**config.mk**
```make
export PLATFORM = sky130hd
export DESIGN_NAME = y_mat_addr_stream
export DESIGN_NICKNAME = d
export VERILOG_FILES = /design/src/rtl/y_mat_pkg.sv /design/src/rtl/y_mat_field_sel.sv /design/src/rtl/y_mat_addr_stream.sv
export SDC_FILE = /design/constraint.sdc
export NUM_CORES = 1
export LEC_CHECK = 0
export CORE_ASPECT_RATIO = 1.75
export CORE_UTILIZATION = 51
export DETAILED_ROUTE_END_ITERATION = 7
export GPL_TIMING_DRIVEN = 0
export PLACE_DENSITY = 0.81
export SLEW_MARGIN = 20
export SYNTH_ARGS = -nofsm -noshare
export SYNTH_HDL_FRONTEND = slang
export SYNTH_HIERARCHICAL = 1
export SYNTH_SLANG_ARGS = --single-unit
```
**constraint.sdc**
```tcl
create_clock -name clock -period 6.8 [get_ports clock]
set_input_delay 1.02 -clock clock [delete_from_list [all_inputs] [get_ports clock]]
set_output_delay 1.02 -clock clock [all_outputs]
set_load 0.05 [all_outputs]
```
**src/rtl/y_mat_pkg.sv**
```systemverilog
// Shared types and defaults for the Y-matrix row-address streamer.
// Holds the FSM state enum, default geometry and the row-to-entry map.
package y_mat_pkg;

    typedef enum logic {
        IDLE   = 1'b0,
        STREAM = 1'b1
    } state_t;

    localparam int DEF_ENTRIES = 16;
    localparam int DEF_ENTRY_W = 16;
    localparam int DEF_FIELD_W = 10;
    localparam int DEF_ADDR_W  = 11;

    // Row 0 maps to the LSB entry; higher rows walk down from the top entry.
    function automatic int unsigned row_to_entry(input int unsigned row, input int unsigned entries);
        return (entries - row) % entries;
    endfunction

endpackage

```
**src/rtl/y_mat_field_sel.sv**
```systemverilog
// Combinational entry picker: selects the field addressed by a row out of a
// packed SRAM word and zero-extends it to the output address width.
module y_mat_field_sel
    import y_mat_pkg::*;
#(
    parameter int ENTRIES = DEF_ENTRIES,
    parameter int ENTRY_W = DEF_ENTRY_W,
    parameter int FIELD_W = DEF_FIELD_W,
    parameter int ADDR_W  = DEF_ADDR_W,
    parameter int ROW_W   = $clog2(ENTRIES)
) (
    input  logic [ENTRIES*ENTRY_W-1:0] word,
    input  logic [ROW_W-1:0]           row,
    output logic [ADDR_W-1:0]          addr
);

    logic [FIELD_W-1:0] fields [ENTRIES];
    logic [ROW_W-1:0]   entry_idx;

    generate
        for (genvar gi = 0; gi < ENTRIES; gi++) begin : g_field
            assign fields[gi] = word[gi*ENTRY_W +: FIELD_W];
        end
    endgenerate

    assign entry_idx = ROW_W'(row_to_entry(32'(row), ENTRIES));
    assign addr      = ADDR_W'(fields[entry_idx]);

endmodule

```
**src/rtl/y_mat_addr_stream.sv**
```systemverilog
// Latches one packed Y-matrix SRAM word and streams row addresses for a
// programmable run of rows over a valid/ready port, back-to-back capable.
module y_mat_addr_stream
    import y_mat_pkg::*;
#(
    parameter int ENTRIES = DEF_ENTRIES,
    parameter int ENTRY_W = DEF_ENTRY_W,
    parameter int FIELD_W = DEF_FIELD_W,
    parameter int ADDR_W  = DEF_ADDR_W
) (
    input  logic                                clock,
    input  logic                                reset,
    input  logic                                ld_valid,
    output logic                                ld_ready,
    input  logic [ENTRIES*ENTRY_W-1:0]          ld_data,
    input  logic [$clog2(ENTRIES)-1:0]          ld_start_row,
    input  logic [$clog2(ENTRIES):0]            ld_count,
    output logic                                out_valid,
    input  logic                                out_ready,
    output logic [$clog2(ENTRIES)-1:0]          out_row,
    output logic [ADDR_W-1:0]                   out_addr1,
    output logic [ADDR_W-1:0]                   out_addr2,
    output logic                                out_last,
    output logic                                busy
);

    localparam int ROW_W = $clog2(ENTRIES);
    localparam logic [ROW_W:0] CNT_MAX = (ROW_W+1)'(ENTRIES);
    localparam logic [ROW_W:0] CNT_ONE = (ROW_W+1)'(1);

    state_t                     state_reg, state_next;
    logic [ENTRIES*ENTRY_W-1:0] word_reg, word_next;
    logic [ROW_W-1:0]           row_reg, row_next;
    logic [ROW_W:0]             remain_reg, remain_next;
    logic                       last_reg, last_next;
    logic [ADDR_W-1:0]          addr1_reg, addr2_reg;
    logic [ADDR_W-1:0]          sel_addr;
    logic [ROW_W:0]             cnt_sat;
    logic                       beat_accept;
    logic                       load;

    // Address is resolved from the values about to be latched so the payload
    // leaves straight from flops.
    y_mat_field_sel #(
        .ENTRIES (ENTRIES),
        .ENTRY_W (ENTRY_W),
        .FIELD_W (FIELD_W),
        .ADDR_W  (ADDR_W),
        .ROW_W   (ROW_W)
    ) u_field_sel (
        .word (word_next),
        .row  (row_next),
        .addr (sel_addr)
    );

    assign out_valid   = (state_reg == STREAM);
    assign busy        = (state_reg == STREAM);
    assign out_row     = row_reg;
    assign out_addr1   = addr1_reg;
    assign out_addr2   = addr2_reg;
    assign out_last    = last_reg;
    assign beat_accept = out_valid & out_ready;
    assign ld_ready    = (state_reg == IDLE) | (beat_accept & last_reg);
    assign load        = ld_valid & ld_ready;
    assign cnt_sat     = (ld_count > CNT_MAX) ? CNT_MAX : ld_count;

    always_comb begin
        state_next  = state_reg;
        word_next   = word_reg;
        row_next    = row_reg;
        remain_next = remain_reg;

        if (beat_accept) begin
            row_next    = row_reg + ROW_W'(1);
            remain_next = remain_reg - CNT_ONE;
            if (last_reg) begin
                state_next = IDLE;
            end
        end

        // A load landing on the final beat overrides the drain to IDLE.
        if (load && (cnt_sat != '0)) begin
            word_next   = ld_data;
            row_next    = ld_start_row;
            remain_next = cnt_sat;
            state_next  = STREAM;
        end

        last_next = (state_next == STREAM) && (remain_next == CNT_ONE);
    end

    always_ff @(posedge clock) begin
        if (reset) begin
            state_reg  <= IDLE;
            word_reg   <= '0;
            row_reg    <= '0;
            remain_reg <= '0;
            last_reg   <= 1'b0;
            addr1_reg  <= '0;
            addr2_reg  <= '0;
        end else begin
            state_reg  <= state_next;
            word_reg   <= word_next;
            row_reg    <= row_next;
            remain_reg <= remain_next;
            last_reg   <= last_next;
            addr1_reg  <= sel_addr;
            addr2_reg  <= sel_addr + ADDR_W'(1);
        end
    end

endmodule
```
==> report_table.html, run 1 <==
<table>
<tr><th>Metric</th><th>Value</th></tr>
<tr><th colspan="2">Outcome</th></tr>
<tr><td>Run status</td><td>finished, final reports clean</td></tr>
<tr><th colspan="2">Final layout</th></tr>
<tr><td>Ant. Diodes</td><td>0</td></tr>
<tr><td>Post-layout instance area</td><td>12,100 µm²</td></tr>
<tr><td>Fraction of final layout cells with drive strength greater than 1</td><td>0.260</td></tr>
<tr><td>Commonest non-fill, non-tap cell in the layout</td><td>clkdlybuf4s50_1</td></tr>
<tr><td>Post-Route Utilization</td><td>0.691</td></tr>
<tr><td>Most frequent cells in the layout</td><td>clkdlybuf4s50_1 (202), dfxtp_1 (193), and2_1 (161), mux2_2 (160), mux2i_1 (61)</td></tr>
<tr><td>P&amp;R area growth vs syn</td><td>31.6%</td></tr>
<tr><td>Number of flip-flops in the largest register</td><td>160</td></tr>
<tr><td>Number of nets in the final layout</td><td>1,294</td></tr>
<tr><td>Post-route insts no fill</td><td>1,265</td></tr>
<tr><th colspan="2">Critical path</th></tr>
<tr><td>Crit path capture type</td><td>register</td></tr>
<tr><td>Worst path top cell family by delay</td><td>buffers and inverters</td></tr>
<tr><td>Worst endpoint required time</td><td>7.11 ns</td></tr>
<tr><td>Critical path class</td><td>in2reg</td></tr>
<tr><td>Maximum fanout along the worst path</td><td>10</td></tr>
<tr><td>Cell Chain, Critical Path</td><td>clkdlybuf4s50_1 &gt; or3_1 &gt; o311ai_4 &gt; buf_4 &gt; buf_4 &gt; buf_4 &gt; nor2_1 &gt; a21oi_1 &gt; inv_1 &gt; buf_2 &gt; ha_1 &gt; buf_6 &gt; buf_12 &gt; mux2i_1 &gt; mux4_2 &gt; mux2i_1 &gt; ha_1 &gt; nand3_1 &gt; nor3_1 &gt; xnor2_1 &gt; nor2_1</td></tr>
<tr><td>WP data arrival</td><td>6.54 ns</td></tr>
<tr><td>CP Buf/Inv Count</td><td>8</td></tr>
<tr><td>Most used cell, CP</td><td>buf_4</td></tr>
<tr><td>Cell with the largest stage delay on the worst path</td><td>mux4_2</td></tr>
<tr><td>Critical Path Source Type</td><td>input pin</td></tr>
<tr><td>Slowest stage delay, CP</td><td>0.54 ns</td></tr>
<tr><th colspan="2">Detailed routing</th></tr>
<tr><td>Number of design rule violations left after detail routing</td><td>0</td></tr>
<tr><td>Initial DRT Pass Iterations</td><td>4</td></tr>
<tr><td>Routed wire length</td><td>22.1 mm</td></tr>
<tr><td>Number of nets with antenna violations after detailed routing</td><td>0</td></tr>
<tr><td>Via count</td><td>6,432</td></tr>
<tr><td>Drt via density</td><td>5.08</td></tr>
<tr><td>First DRT Iteration DRCs</td><td>177</td></tr>
<tr><td>Final routed wire length divided by cell count</td><td>17.4 µm</td></tr>
<tr><th colspan="2">Timing</th></tr>
<tr><td>Slew HR</td><td>0.512</td></tr>
<tr><td>Slew Viols, Final</td><td>0</td></tr>
<tr><td># setup viols final</td><td>0</td></tr>
<tr><td>Total negative slack for setup checks</td><td>0 ns</td></tr>
<tr><td>Final worst-path cycle share</td><td>0.916</td></tr>
<tr><td>Minimum clock period after layout</td><td>6.23 ns</td></tr>
<tr><td>Final Hold Violating Endpoints</td><td>0</td></tr>
<tr><td>Skew final</td><td>0.0152 ns</td></tr>
<tr><td>Achievable Freq</td><td>161 MHz</td></tr>
<tr><td>Setup repair after global routing missed its margin</td><td>no</td></tr>
<tr><td>Transition time at the pin with the least slew margin</td><td>0.728 ns</td></tr>
<tr><th colspan="2">Power</th></tr>
<tr><td>Clock Power Share</td><td>0.300</td></tr>
<tr><td>Leak Pwr</td><td>4.94 nW</td></tr>
<tr><td>Total power consumption of the routed design</td><td>0.00334 W</td></tr>
<tr><td>Sequential share of power</td><td>0.376</td></tr>
<tr><td>Power spent charging and discharging nets</td><td>0.00105 W</td></tr>
<tr><td>Share of total power consumed by net switching</td><td>0.315</td></tr>
<tr><td>IR drop worst, VDD</td><td>0.000182 V</td></tr>
<tr><td>P per Cell Area</td><td>276 nW/µm²</td></tr>
<tr><td>Share of total power in combinational logic</td><td>0.324</td></tr>
<tr><td>Power Internal</td><td>0.00229 W</td></tr>
<tr><th colspan="2">Yosys</th></tr>
<tr><td>Total of warnings raised by yosys</td><td>6</td></tr>
<tr><td>Average instance area after synthesis</td><td>11.5 µm²</td></tr>
<tr><td>Net count after synthesis</td><td>1,073</td></tr>
<tr><td>Post-Synthesis Cells</td><td>800</td></tr>
<tr><td>Post-synthesis instance area</td><td>9200 µm²</td></tr>
<tr><th colspan="2">GRT</th></tr>
<tr><td>Pin count of the biggest net entering global routing</td><td>20</td></tr>
<tr><td>Overall fraction of global-route tracks in use</td><td>0.248</td></tr>
<tr><td>Number of antenna violations at the first check in global routing</td><td>0</td></tr>
<tr><td>Via count of the first global-routing pass</td><td>6,806</td></tr>
<tr><td>Wire length of the first global-routing pass</td><td>35.4 mm</td></tr>
<tr><td>Remaining Overflow, GRT</td><td>0</td></tr>
<tr><th colspan="2">CTS</th></tr>
<tr><td>Clk root buf</td><td>clkbuf_16</td></tr>
<tr><td>Count of cells resized by post-cts repair</td><td>0</td></tr>
<tr><td>Clock tree from TritonCTS</td><td>done</td></tr>
<tr><td>Number of buffers on the longest clock path</td><td>2</td></tr>
<tr><td>Count of H-tree levels built during CTS</td><td>4</td></tr>
<tr><td>Number of hold-repair buffers added at the cts stage</td><td>0</td></tr>
<tr><td>Clock-pin slew on the worst setup and hold paths</td><td>0.08 ns</td></tr>
<tr><td>Insertion delay of the later-clocked pin in the worst-skew pair</td><td>0.44 ns</td></tr>
<tr><td>Total clock sinks</td><td>193</td></tr>
<tr><td>Post-CTS setup-driven buffer insertion count</td><td>0</td></tr>
<tr><td>Total clock buffers created by CTS</td><td>17</td></tr>
<tr><th colspan="2">Placed design</th></tr>
<tr><td>Cell Area, Placed</td><td>11,500 µm²</td></tr>
<tr><td>Final weighted congestion in routability-driven placement</td><td>0.881</td></tr>
<tr><td>IO Port Bufs</td><td>202</td></tr>
<tr><td>Placed Instances</td><td>1,233</td></tr>
<tr><td>Half-perimeter wire length after placement</td><td>17.9 mm</td></tr>
<tr><th colspan="2">Die</th></tr>
<tr><td>Core Rows</td><td>64</td></tr>
<tr><td>Die ar.</td><td>18,600 µm²</td></tr>
<tr><td>Number of top-level pins</td><td>299</td></tr>
<tr><td>Die Y</td><td>180 µm</td></tr>
<tr><td>Starting Density</td><td>0.525</td></tr>
<tr><td>Die span in x</td><td>104 µm</td></tr>
<tr><td>Core box area</td><td>17,500 µm²</td></tr>
<tr><th colspan="2">Job</th></tr>
<tr><td>Max-cap violations</td><td>0</td></tr>
<tr><th colspan="2">Hold path</th></tr>
<tr><td>Hold Path Class</td><td>reg2reg</td></tr>
</table>
## per-layer routing
| layer | wire length (µm) | GRT usage |
|---|---|---|
| met5 | 0 | 0 |
| met3 | 1050 | 0.0493 |
| met2 | 11700 | 0.457 |
| met4 | 919 | 0.133 |
| met1 | 8380 | 0.261 |
## worst reg2reg max path, stage by stage (launching register included)
cell and delay [ns]:
dfxtp_1 0.45, a21bo_2 0.31, o311ai_4 0.17, buf_4 0.29, buf_4 0.16, buf_4 0.16
nor2_1 0.07, a21oi_1 0.37, inv_1 0.14, buf_2 0.25, ha_1 0.34, buf_6 0.16
buf_12 0.15, mux2i_1 0.14, mux4_2 0.54, mux2i_1 0.44, ha_1 0.27, nand3_1 0.18
nor3_1 0.30, xnor2_1 0.15, nor2_1 0.05
## power by group through the flow
stage	logic, W	clock network (W)	registers (W)
2_1_floorplan	0.000608	0	0.00141
3_5_place_dp	0.00109	0	0.00128
6_report	0.00108	0.00100	0.00126
3_3_place_gp	0.00108	0	0.00128
5_1_grt	0.00115	0.00106	0.00127
4_1_cts	0.00109	0.00102	0.00126
## worst paths after layout
check                                   start             to  slack (ns)  cells past startpoint
worst max-delay path              ld_count[4]   out_addr2[8]        0.57                     21
worst min-delay path            word_reg[115]  word_reg[115]        0.58                      2
worst max register to register           busy   out_addr2[8]        1.60                     20
worst min register to register  word_reg[115]  word_reg[115]        0.58                      2
## metrics by stage
step	setup WS, ns	hold slack [ns]
after global placement	0.0422	0.557
after floorplan	1.65	0.549
final	0.571	0.579
after detailed placement	0.0639	0.565
after global routing	0.0912	0.593
after CTS	0.485	0.583
## cell type report
type / instances / area [µm²]
Fill cell: 1338 / 5430
Multi-Input combinational cell: 524 / 4850
Sequential cell: 193 / 3860
Timing Repair Buffer: 202 / 2020
Buffer: 77 / 469
Clock buffer: 17 / 425
Tap cell: 231 / 289
Clock inverter: 15 / 170
Inverter: 6 / 22.5
Note: power is estimated with default switching activity, not from simulation.
==> inputs of run 2 (changes only) <==
RECOVER_POWER = 25   (was default)
==> run 2 against run 1 <==
Sequential power barely moved; global-route usage is the same; register-to-register slack about the same; hold slack barely moved; utilization about the same; worst setup slack worse by 0.0088 ns; critical path depth stayed put; largest power group unchanged.
==> report_table.html, run 2 (same netlist as run 1, synthesis figures left out) <==
<table>
<tr><th>Metric</th><th>Value</th></tr>
<tr><th colspan="2">Detailed routing</th></tr>
<tr><td>Via count</td><td>6,420</td></tr>
<tr><td>Drt via density</td><td>5.08</td></tr>
<tr><td>First DRT Iteration DRCs</td><td>178</td></tr>
<tr><td>Initial DRT Pass Iterations</td><td>4</td></tr>
<tr><td>Number of nets with antenna violations after detailed routing</td><td>0</td></tr>
<tr><td>Routed wire length</td><td>22.1 mm</td></tr>
<tr><td>Number of design rule violations left after detail routing</td><td>0</td></tr>
<tr><td>Final routed wire length divided by cell count</td><td>17.5 µm</td></tr>
<tr><th colspan="2">GRT</th></tr>
<tr><td>Via count of the first global-routing pass</td><td>6,806</td></tr>
<tr><td>Wire length of the first global-routing pass</td><td>35.4 mm</td></tr>
<tr><td>Remaining Overflow, GRT</td><td>0</td></tr>
<tr><td>Number of antenna violations at the first check in global routing</td><td>0</td></tr>
<tr><td>Pin count of the biggest net entering global routing</td><td>20</td></tr>
<tr><td>Overall fraction of global-route tracks in use</td><td>0.248</td></tr>
<tr><th colspan="2">Critical path</th></tr>
<tr><td>Slowest stage delay, CP</td><td>0.53 ns</td></tr>
<tr><td>Worst endpoint required time</td><td>7.11 ns</td></tr>
<tr><td>Critical path class</td><td>in2reg</td></tr>
<tr><td>R2R Setup Slk</td><td>1.61 ns</td></tr>
<tr><td>Most used cell, CP</td><td>buf_4</td></tr>
<tr><td>Cell Chain, Critical Path</td><td>clkdlybuf4s50_1 &gt; or3_1 &gt; o311ai_4 &gt; buf_4 &gt; buf_4 &gt; buf_4 &gt; nor2_1 &gt; a21oi_1 &gt; inv_1 &gt; buf_2 &gt; ha_1 &gt; buf_6 &gt; buf_12 &gt; mux2i_1 &gt; mux4_2 &gt; mux2i_1 &gt; ha_1 &gt; nand3_1 &gt; nor3_1 &gt; xnor2_1 &gt; nor2_1</td></tr>
<tr><td>Critical Path Source Type</td><td>input pin</td></tr>
<tr><td>WP data arrival</td><td>6.55 ns</td></tr>
<tr><td>Crit path capture type</td><td>register</td></tr>
<tr><td>Cell with the largest stage delay on the worst path</td><td>mux4_2</td></tr>
<tr><td>Maximum fanout along the worst path</td><td>10</td></tr>
<tr><th colspan="2">Timing</th></tr>
<tr><td>Transition time at the pin with the least slew margin</td><td>0.727 ns</td></tr>
<tr><td># setup viols final</td><td>0</td></tr>
<tr><td>Achievable Freq</td><td>160 MHz</td></tr>
<tr><td>Total negative slack for setup checks</td><td>0 ns</td></tr>
<tr><td>Final Hold Violating Endpoints</td><td>0</td></tr>
<tr><td>Minimum clock period after layout</td><td>6.24 ns</td></tr>
<tr><td>Slew HR</td><td>0.513</td></tr>
<tr><td>Slew Viols, Final</td><td>0</td></tr>
<tr><td>Final worst-path cycle share</td><td>0.917</td></tr>
<tr><td>Worst hold-check slack</td><td>0.579 ns</td></tr>
<tr><td>Skew final</td><td>0.0150 ns</td></tr>
<tr><td>Setup repair after global routing missed its margin</td><td>no</td></tr>
<tr><th colspan="2">Die</th></tr>
<tr><td>Die span in x</td><td>104 µm</td></tr>
<tr><td>Number of top-level pins</td><td>299</td></tr>
<tr><td>Starting Density</td><td>0.525</td></tr>
<tr><td>Die ar.</td><td>18,600 µm²</td></tr>
<tr><td>Core box area</td><td>17,500 µm²</td></tr>
<tr><td>Die Y</td><td>180 µm</td></tr>
<tr><td>Core Rows</td><td>64</td></tr>
<tr><th colspan="2">Power</th></tr>
<tr><td>Share of total power in combinational logic</td><td>0.321</td></tr>
<tr><td>P per Cell Area</td><td>275 nW/µm²</td></tr>
<tr><td>Total power consumption of the routed design</td><td>0.00332 W</td></tr>
<tr><td>Power Internal</td><td>0.00227 W</td></tr>
<tr><td>Sequential share of power</td><td>0.378</td></tr>
<tr><td>Power spent charging and discharging nets</td><td>0.00105 W</td></tr>
<tr><td>Share of total power consumed by net switching</td><td>0.316</td></tr>
<tr><td>IR drop worst, VDD</td><td>0.000177 V</td></tr>
<tr><td>Leak Pwr</td><td>5.01 nW</td></tr>
<tr><td>Clock Power Share</td><td>0.301</td></tr>
<tr><th colspan="2">Placed design</th></tr>
<tr><td>IO Port Bufs</td><td>202</td></tr>
<tr><td>Final weighted congestion in routability-driven placement</td><td>0.881</td></tr>
<tr><td>Half-perimeter wire length after placement</td><td>17.9 mm</td></tr>
<tr><td>Placed Instances</td><td>1,233</td></tr>
<tr><th colspan="2">CTS</th></tr>
<tr><td>Count of H-tree levels built during CTS</td><td>4</td></tr>
<tr><td>Clock-pin slew on the worst setup and hold paths</td><td>0.08 ns</td></tr>
<tr><td>Total clock buffers created by CTS</td><td>17</td></tr>
<tr><td>Clock tree from TritonCTS</td><td>done</td></tr>
<tr><td>Number of buffers on the longest clock path</td><td>2</td></tr>
<tr><td>Post-CTS setup-driven buffer insertion count</td><td>0</td></tr>
<tr><td>Insertion delay of the later-clocked pin in the worst-skew pair</td><td>0.44 ns</td></tr>
<tr><td>Total clock sinks</td><td>193</td></tr>
<tr><td>Number of hold-repair buffers added at the cts stage</td><td>0</td></tr>
<tr><td>Count of cells resized by post-cts repair</td><td>0</td></tr>
<tr><td>Clk root buf</td><td>clkbuf_16</td></tr>
<tr><th colspan="2">Final layout</th></tr>
<tr><td>Most frequent cells in the layout</td><td>dfxtp_1 (193), clkdlybuf4s50_1 (173), and2_1 (160), mux2_2 (150), mux2i_1 (61)</td></tr>
<tr><td>Post-route insts no fill</td><td>1,265</td></tr>
<tr><td>P&amp;R area growth vs syn</td><td>31.5%</td></tr>
<tr><td>Number of flip-flops in the largest register</td><td>160</td></tr>
<tr><td>Number of nets in the final layout</td><td>1,294</td></tr>
<tr><td>Commonest non-fill, non-tap cell in the layout</td><td>dfxtp_1</td></tr>
<tr><td>Ant. Diodes</td><td>0</td></tr>
<tr><td># fillers</td><td>1,343</td></tr>
<tr><td>Fraction of final layout cells with drive strength greater than 1</td><td>0.246</td></tr>
<tr><th colspan="2">Outcome</th></tr>
<tr><td>Run status</td><td>finished, final reports clean</td></tr>
<tr><th colspan="2">Hold path</th></tr>
<tr><td>Hold Path Class</td><td>reg2reg</td></tr>
<tr><th colspan="2">Job</th></tr>
<tr><td>Max-cap violations</td><td>0</td></tr>
</table>
-- run 2: worst paths after layout --
check                 from       endpoint  depth (start not counted)
min reg2reg  word_reg[115]  word_reg[115]                          2
min          word_reg[115]  word_reg[115]                          2
max reg2reg           busy   out_addr2[8]                         20
max            ld_count[4]   out_addr2[8]                         21
-- run 2: per-stage QoR --
step | setup slack, ns | instance area, µm² | utilization
detailed placement | 0.0639 | 11500 | 0.657
floorplan | 1.65 | 9200 | -
CTS | 0.485 | 12100 | 0.691
global placement | 0.0422 | 11500 | 0.657
global route | 0.0720 | 12100 | 0.690
finish | 0.562 | 12100 | 0.690
-- run 2: cell type report --
class / count / area [µm²] / share of cell area
Sequential cell: 193 / 3860 / 0.319
Timing Repair Buffer: 202 / 2020 / 0.167
Clock inverter: 15 / 170 / 0.0141
Buffer: 77 / 463 / 0.0382
Inverter: 6 / 22.5 / 0.00186
Clock buffer: 17 / 425 / 0.0351
Tap cell: 231 / 289 / 0.0239
Multi-Input combinational cell: 524 / 4850 / 0.401
-- run 2: power groups by stage --
stage | Combinational [W] | Sequential, W | Clock [W]
floorplan | 0.000608 | 0.00141 | 0
global placement | 0.00108 | 0.00128 | 0
detailed placement | 0.00109 | 0.00128 | 0
CTS | 0.00109 | 0.00126 | 0.00102
global route | 0.00113 | 0.00127 | 0.00106
finish | 0.00107 | 0.00126 | 0.00100
-- run 2: per-layer routing --
metal	wire length (µm)	part of all wire	up-vias	track usage
met3	1070	0.049	41	0.0493
met2	11600	0.53	200	0.457
met1	8380	0.38	2990	0.261
li1	-	-	3189	-
met5	0	0	-	0
met4	988	0.045	0	0.133
-- run 2: critical path, delay by kind of cell --
kind                     cells  cell delay [ns]
AO/OA/AOI/OAI                2             0.85
XOR/XNOR                     1             0.15
adder cells (fa/ha/maj)      2             0.61
buffers and inverters        8             1.79
multiplexers                 3             1.11
AND/OR/NAND/NOR              5             1.02
==> inputs of run 3 (changes only) <==
HOLD_SLACK_MARGIN = 0.08   (was default)
==> results of run 3 <==
No change in the layout: final DEF, timing and power equal those of run 2.
